[src/rtl/ctrl_fsm_mc.sv]
// ctrl_fsm_mc: multi-cycle control unit for the 16-bit CR16-style datapath.
// The FSM sequences fetch, decode, execute, load/store with a memory-ready
// handshake, branch/jump/JAL, the phone peripheral strobe, and HALT.
// Outputs are decoded combinationally from the state register, so an async
// reset drops every strobe (including WE) immediately.
// Optional macro CTRL_RETIRE_CNT_EN builds a 32-bit retired-instruction counter;
// without it retire_cnt is tied to zero.
//
// state   | meaning
// --------+----------------------------------------------------------
// FETCH   | drive PC onto the address bus, wait for mem_ready
// DECODE  | load IR, classify raw instruction from data_from_mem
// EXEC    | ALU op, write rd and flags, advance PC
// STORE   | write memory at register address, wait for mem_ready
// LOAD_A  | read memory at register address, wait for mem_ready
// LOAD_WB | write loaded data to rd, advance PC
// BRANCH  | conditional PC-relative branch
// JUMP    | conditional register jump
// JAL     | unconditional jump, link PC+1 into rd
// PHONE   | strobe phone peripheral, write rd
// HALT    | core stopped until reset

module ctrl_fsm_mc #(
    parameter int          NUM_REGS = 16,
    parameter int          FLAG_W   = 5,
    parameter logic [3:0]  HALT_EXT = 4'b0001
) (
    input  logic                clk,
    input  logic                rst,
    input  logic [15:0]         instruction,
    input  logic [15:0]         data_from_mem,
    input  logic                mem_ready,
    input  logic [FLAG_W-1:0]   FLAGS,
    output logic                PCen,
    output logic [NUM_REGS-1:0] Ren,
    output logic                RegOrImm,
    output logic                WE,
    output logic [1:0]          ALU_MUX_CNTL,
    output logic                LS_CNTL,
    output logic                branch,
    output logic                jump,
    output logic                IEn,
    output logic                flagEn,
    output logic                phoneEn,
    output logic                halted,
    output logic [31:0]         retire_cnt
);

    typedef enum logic [3:0] {
        S_FETCH   = 4'd0,
        S_DECODE  = 4'd1,
        S_EXEC    = 4'd2,
        S_STORE   = 4'd3,
        S_LOAD_A  = 4'd4,
        S_LOAD_WB = 4'd5,
        S_BRANCH  = 4'd6,
        S_JUMP    = 4'd7,
        S_JAL     = 4'd8,
        S_PHONE   = 4'd9,
        S_HALT    = 4'd10
    } state_t;

    state_t state_q, state_d;

    logic [3:0]  dec_op, dec_ext;
    logic [3:0]  ir_op, ir_rd, ir_cond;
    logic [15:0] rd_onehot16;
    logic [NUM_REGS-1:0] rd_onehot;
    logic        cond_ok;

    assign dec_op  = data_from_mem[15:12];
    assign dec_ext = data_from_mem[7:4];
    assign ir_op   = instruction[15:12];
    assign ir_rd   = instruction[11:8];
    assign ir_cond = instruction[11:8];

    // Only the fields above are decoded; the remaining bits feed the datapath.
    logic unused_bits;
    assign unused_bits = ^{instruction[7:0], data_from_mem[11:8], data_from_mem[3:0], FLAGS};

    // Register numbers beyond NUM_REGS silently drop the write.
    assign rd_onehot16 = 16'h0001 << ir_rd;
    assign rd_onehot   = ({1'b0, ir_rd} < 5'(NUM_REGS)) ? rd_onehot16[NUM_REGS-1:0] : '0;

    // Condition evaluation; flag order is {C,L,F,Z,N} from bit 4 down.
    function automatic logic cond_true(input logic [3:0] c, input logic [4:0] f);
        logic fc, fl, ff, fz, fn;
        fc = f[4]; fl = f[3]; ff = f[2]; fz = f[1]; fn = f[0];
        case (c)
            4'h0:    cond_true = fz;
            4'h1:    cond_true = !fz;
            4'h2:    cond_true = fc;
            4'h3:    cond_true = !fc;
            4'h4:    cond_true = fl;
            4'h5:    cond_true = !fl;
            4'h6:    cond_true = fn;
            4'h7:    cond_true = !fn;
            4'h8:    cond_true = ff;
            4'h9:    cond_true = !ff;
            4'hA:    cond_true = !fl && !fz;
            4'hB:    cond_true = fl || fz;
            4'hC:    cond_true = !fn && !fz;
            4'hD:    cond_true = fn || fz;
            4'hE:    cond_true = 1'b1;
            default: cond_true = 1'b0;
        endcase
    endfunction

    assign cond_ok = cond_true(ir_cond, FLAGS[4:0]);

    // Next-state selection, including the decode priority chain.
    always_comb begin
        state_d = state_q;
        case (state_q)
            S_FETCH:   if (mem_ready) state_d = S_DECODE;
            S_DECODE: begin
                if (dec_op == 4'b0000 && dec_ext != 4'b0000)  state_d = S_EXEC;
                else if ({dec_op, dec_ext} == 8'b0100_0100)     state_d = S_STORE;
                else if ({dec_op, dec_ext} == 8'b0100_0000)     state_d = S_LOAD_A;
                else if ({dec_op, dec_ext} == 8'b0100_1000)     state_d = S_JAL;
                else if ({dec_op, dec_ext} == 8'b0100_1100)     state_d = S_JUMP;
                else if ({dec_op, dec_ext} == {4'b0100, HALT_EXT}) state_d = S_HALT;
                else if (dec_op == 4'b1100)                     state_d = S_BRANCH;
                else if ({dec_op, dec_ext} == 8'b1111_1111)     state_d = S_PHONE;
                else                                            state_d = S_EXEC;
            end
            S_STORE:   if (mem_ready) state_d = S_FETCH;
            S_LOAD_A:  if (mem_ready) state_d = S_LOAD_WB;
            S_HALT:    state_d = S_HALT;
            default:   state_d = S_FETCH;
        endcase
    end

    // State register; reset returns to FETCH from any wait state.
    always_ff @(posedge clk or posedge rst) begin
        if (rst) state_q <= S_FETCH;
        else     state_q <= state_d;
    end

    // Control outputs decoded from the current state.
    always_comb begin
        PCen         = 1'b0;
        Ren          = '0;
        RegOrImm     = 1'b0;
        WE           = 1'b0;
        ALU_MUX_CNTL = 2'd0;
        LS_CNTL      = 1'b0;
        branch       = 1'b0;
        jump         = 1'b0;
        IEn          = 1'b0;
        flagEn       = 1'b0;
        phoneEn      = 1'b0;
        halted       = 1'b0;
        case (state_q)
            S_FETCH:  LS_CNTL = 1'b1;
            S_DECODE: begin
                IEn     = 1'b1;
                LS_CNTL = 1'b1;
            end
            S_EXEC: begin
                PCen   = 1'b1;
                flagEn = 1'b1;
                Ren    = rd_onehot;
                case (ir_op)
                    4'h1, 4'h2, 4'h3, 4'h5, 4'h6, 4'h7,
                    4'h9, 4'hA, 4'hB, 4'hD, 4'hF: RegOrImm = 1'b1;
                    default:                      RegOrImm = 1'b0;
                endcase
            end
            S_STORE: begin
                WE   = 1'b1;
                PCen = mem_ready;
            end
            S_LOAD_A: ;
            S_LOAD_WB: begin
                ALU_MUX_CNTL = 2'd1;
                Ren          = rd_onehot;
                PCen         = 1'b1;
            end
            S_BRANCH: begin
                PCen   = 1'b1;
                branch = cond_ok;
            end
            S_JUMP: begin
                PCen = 1'b1;
                jump = cond_ok;
            end
            S_JAL: begin
                PCen         = 1'b1;
                jump         = 1'b1;
                ALU_MUX_CNTL = 2'd2;
                Ren          = rd_onehot;
            end
            S_PHONE: begin
                PCen    = 1'b1;
                phoneEn = 1'b1;
                Ren     = rd_onehot;
            end
            S_HALT:   halted = 1'b1;
            default:  LS_CNTL = 1'b1;
        endcase
    end

`ifdef CTRL_RETIRE_CNT_EN
    logic [31:0] retire_q;

    // Count every cycle the PC advances; wraps naturally at 2^32.
    always_ff @(posedge clk or posedge rst) begin
        if (rst)       retire_q <= 32'd0;
        else if (PCen) retire_q <= retire_q + 32'd1;
    end

    assign retire_cnt = retire_q;
`else
    assign retire_cnt = 32'd0;
`endif

endmodule
[config.mk]
export PLATFORM = sky130hd
export DESIGN_NAME = ctrl_fsm_mc
export DESIGN_NICKNAME = d
export VERILOG_FILES = /design/src/rtl/ctrl_fsm_mc.sv
export SDC_FILE = /design/constraint.sdc
export NUM_CORES = 1
export LEC_CHECK = 0
export ABC_AREA = 0
export CORE_MARGIN = 2
export CORE_UTILIZATION = 32
export DETAILED_ROUTE_END_ITERATION = 10
export HOLD_SLACK_MARGIN = 0.15
export PLACE_DENSITY_LB_ADDON = 0.08
export SETUP_SLACK_MARGIN = 0.3
export SLEW_MARGIN = 25
export SYNTH_ARGS = -nofsm -noshare
export SYNTH_HDL_FRONTEND = slang
export SYNTH_SLANG_ARGS = --single-unit
export TNS_END_PERCENT = 50
[constraint.sdc]
create_clock -name clk -period 3.1 [get_ports clk]
set_input_delay 0.465 -clock clk [delete_from_list [all_inputs] [get_ports clk]]
set_output_delay 0.465 -clock clk [all_outputs]
set_load 0.02 [all_outputs]
==> flow_summary.yaml, run 1 <==
outcome:
  status: "completed"
synth:
  synth_seq_cells: 4
  postSynthCellCount: 145
  ys_seq_area_share_pct: 10.2
  async_flop_share_pct: 100
  yosysWarnings: 0
  synth-edff-count: 0
  synth_ff_type: "dfrtp_1"
  syn_area_per_cell_um2: 6.77
  synth_cell_type_count: 46
  netlist_area_um2: 981
sta:
  whs_ps: 406
  worst_slack_ps: 388
  fin_crit_sh_pct: 87.5
  finClkSkew_ps: 3.67
  fmax_mhz: 369
  rsz0062_at_grt: "true"
  fin_crit_ps: 2710
  setup_viol: 0
  slew_viol_final: 0
  hold_viol_final: 0
setup_path:
  reg2reg_from: "state_q[1]"
  r2r_cells: 5
  cp-end-kind: "output port"
  cp-start-kind: "flip-flop"
  critPathCapture: "Ren[7]"
  cp.arrival_ps: 2250
  timing.rr.end: "state_q[2]"
  reg2reg_setup_slack_ps: 1490
  crit_path_top_delay_cell: "clkdlybuf4s50_1"
  crit_path_start: "state_q[3]"
  slowest_delay_ps: 610
  crit_type: "flip-flop to output port"
  worstPathRequired_ps: 2630
  path_max_fanout: 7
  worstPathCellList: "nand2b_2, o21a_1, o22ai_2, nand3_1, nor2_1, clkdlybuf4s50_1"
layout:
  drive_gt1_share_pct: 9.60
  largest_reg_flops: 4
  antennaDiodeCount: 0
  final_cell_mix: "clkdlybuf4s50_1 (40), conb_1 (32), nor2_1 (23), nand2_1 (8), dlymetal6s2s_1 (8)"
  top_register: "state_q"
  postLayoutCoreUtil_pct: 49.0
  final_common_cell: "clkdlybuf4s50_1"
  layout.nets: 240
  fin_area_um2: 1460
  area_growth_pct: 48.9
  reg_top3: "state_q (4)"
route:
  drtAntennaViolNets: 0
  drtPass1Iterations: 4
  vias: 1095
  totalWireLength_um: 2620
  wire_per_inst_um: 11.3
  viasPerCell: 4.74
  drt_iter0_markers: 38
  drc_errors: 0
clocking:
  insertion_delay_ps: 240
  cts_buffer_depth: 2
  htreeDepth: 1
  cts_tree: "built"
  cts-root-buf: "clkbuf_4"
  clk_pin_slew_worst_paths_ps: 40
  cts_buffers: 3
  cts_sinks: 4
placed_design:
  routabilityCongestion: 0.814
  portBuffers: 51
  dpl_cell_area_um2: 1430
  place_ws_ps: -54.7
  dpl.hpwl_um: 2140
floorplan:
  coreArea_um2: 2980
  io_pins: 100
  rows: 20
  die_area_um2: 3520
  die_h_um: 59.4
  die_x_um: 59.4
  start_util_pct: 32.9
worst_hold_path:
  min_path_type: "input pin to async pin"
global_route:
  grt_overflow: 0
  first_global_vias: 984
  grt.total_usage_pct: 14.4
  grt_start_max_net_pins: 12
  grt_pass1_wl_um: 4050
  antenna_found_initial: 0
pwr:
  power.leakage_uw: 0.000748
  pwr_density_cell_nw_per_um2: 354
  ir_drop_v: 0.000291
  finalPower_uw: 517
job:
  maxCapViolCount: 0
worst max-delay path, delay by kind of cell (launching register included):
family	cells	cell delay, ps
AOI/OAI and AO/OA	2	380
and+or+nand+nor	3	590
DFF	1	430
buffers and inverters	1	610
metrics by stage:
step                      cells  TNS [ps]
after floorplan             176         0
after global placement      228     -14.5
after detailed placement    228     -54.7
after CTS                   231         0
after global routing        231         0
final                       231         0
cell usage after synthesis (2+ instances only):
library cell	count	area (um2)
buf_4	32	240
nor2_1	23	86.3
nand2_1	8	30.0
nand2b_1	7	43.8
nor3_1	6	30.0
inv_1	5	18.8
a21oi_1	4	20.0
clkbuf_1	4	15.0
dfrtp_1	4	100
nand3b_1	4	30.0
o21ai_0	3	15.0
o22ai_1	3	18.8
or3_1	3	18.8
buf_2	2	10.0
mux2i_1	2	20.0
nand3_1	2	10.0
nor3b_1	2	15.0
o31ai_1	2	15.0
xnor2_1	2	17.5
logic make-up (layout without fill, tap and decap cells):
family / Yosys count / count (layout) / share of synthesized area [%]
compound gates: 26 / 26 / 19.3
xor+xnor: 2 / 2 / 1.79
buf+inv: 43 / 65 / 29.0
flops: 4 / 4 / 10.2
mux: 4 / 4 / 4.34
other cells: 1 / 32 / 0.382
simple gates: 65 / 65 / 35.1
timing repair:
item / 4_1_cts / 5_1_grt
hold buffers: 0 / 0
gates cloned: 0 / 0
gates resized for setup: 3 / 15
setup endpoints to repair: 6 / 18
setup buffers: 0 / 0
worst min path at each step:
stage               cells after the start       start          to  slack (ps)
finish                                  2         rst  state_q[2]         410
global route                            2         rst  state_q[2]         410
CTS                                     2         rst  state_q[2]         410
detailed placement                      1  state_q[3]  state_q[0]         570
global placement                        1  state_q[3]  state_q[0]         560
floorplan                               1         rst  state_q[0]         230
power breakdown:
| part | internal (uW) | leakage, uW | switching, uW | total, uW |
|---|---|---|---|---|
| combinational | 159 | 0.000680 | 198 | 356 |
| clock | 43.3 | 0.0000138 | 21.5 | 64.9 |
| sequential | 64.6 | 0.0000534 | 31.3 | 95.9 |
layer usage:
metal	up-vias	GRT usage (%)	part of all wire (%)
met5	-	0	0
met4	0	5.84	1.4
met3	4	2.40	8.5
met2	58	25.3	49
met1	494	17.3	41
li1	539	-	-
area by class of cell:
class / count / area (um2)
clock buffer: 3 / 22.5
fill: 303 / 1520
inverter: 5 / 18.8
multi-input combinational: 129 / 713
sequential: 4 / 100
tap: 33 / 41.3
timing repair buffer: 57 / 564
No activity file was read; power rests on OpenSTA's default activity.
==> inputs of run 2 (changes only) <==
--- a/config.mk
+++ b/config.mk
@@ -12,7 +12,7 @@
 export HOLD_SLACK_MARGIN = 0.15
 export PLACE_DENSITY_LB_ADDON = 0.08
 export SETUP_SLACK_MARGIN = 0.3
-export SLEW_MARGIN = 25
+export SLEW_MARGIN = 15
 export SYNTH_ARGS = -nofsm -noshare
 export SYNTH_HDL_FRONTEND = slang
 export SYNTH_SLANG_ARGS = --single-unit
==> results of run 2 <==
Final layout, timing and power as in run 1 (identical DEF).
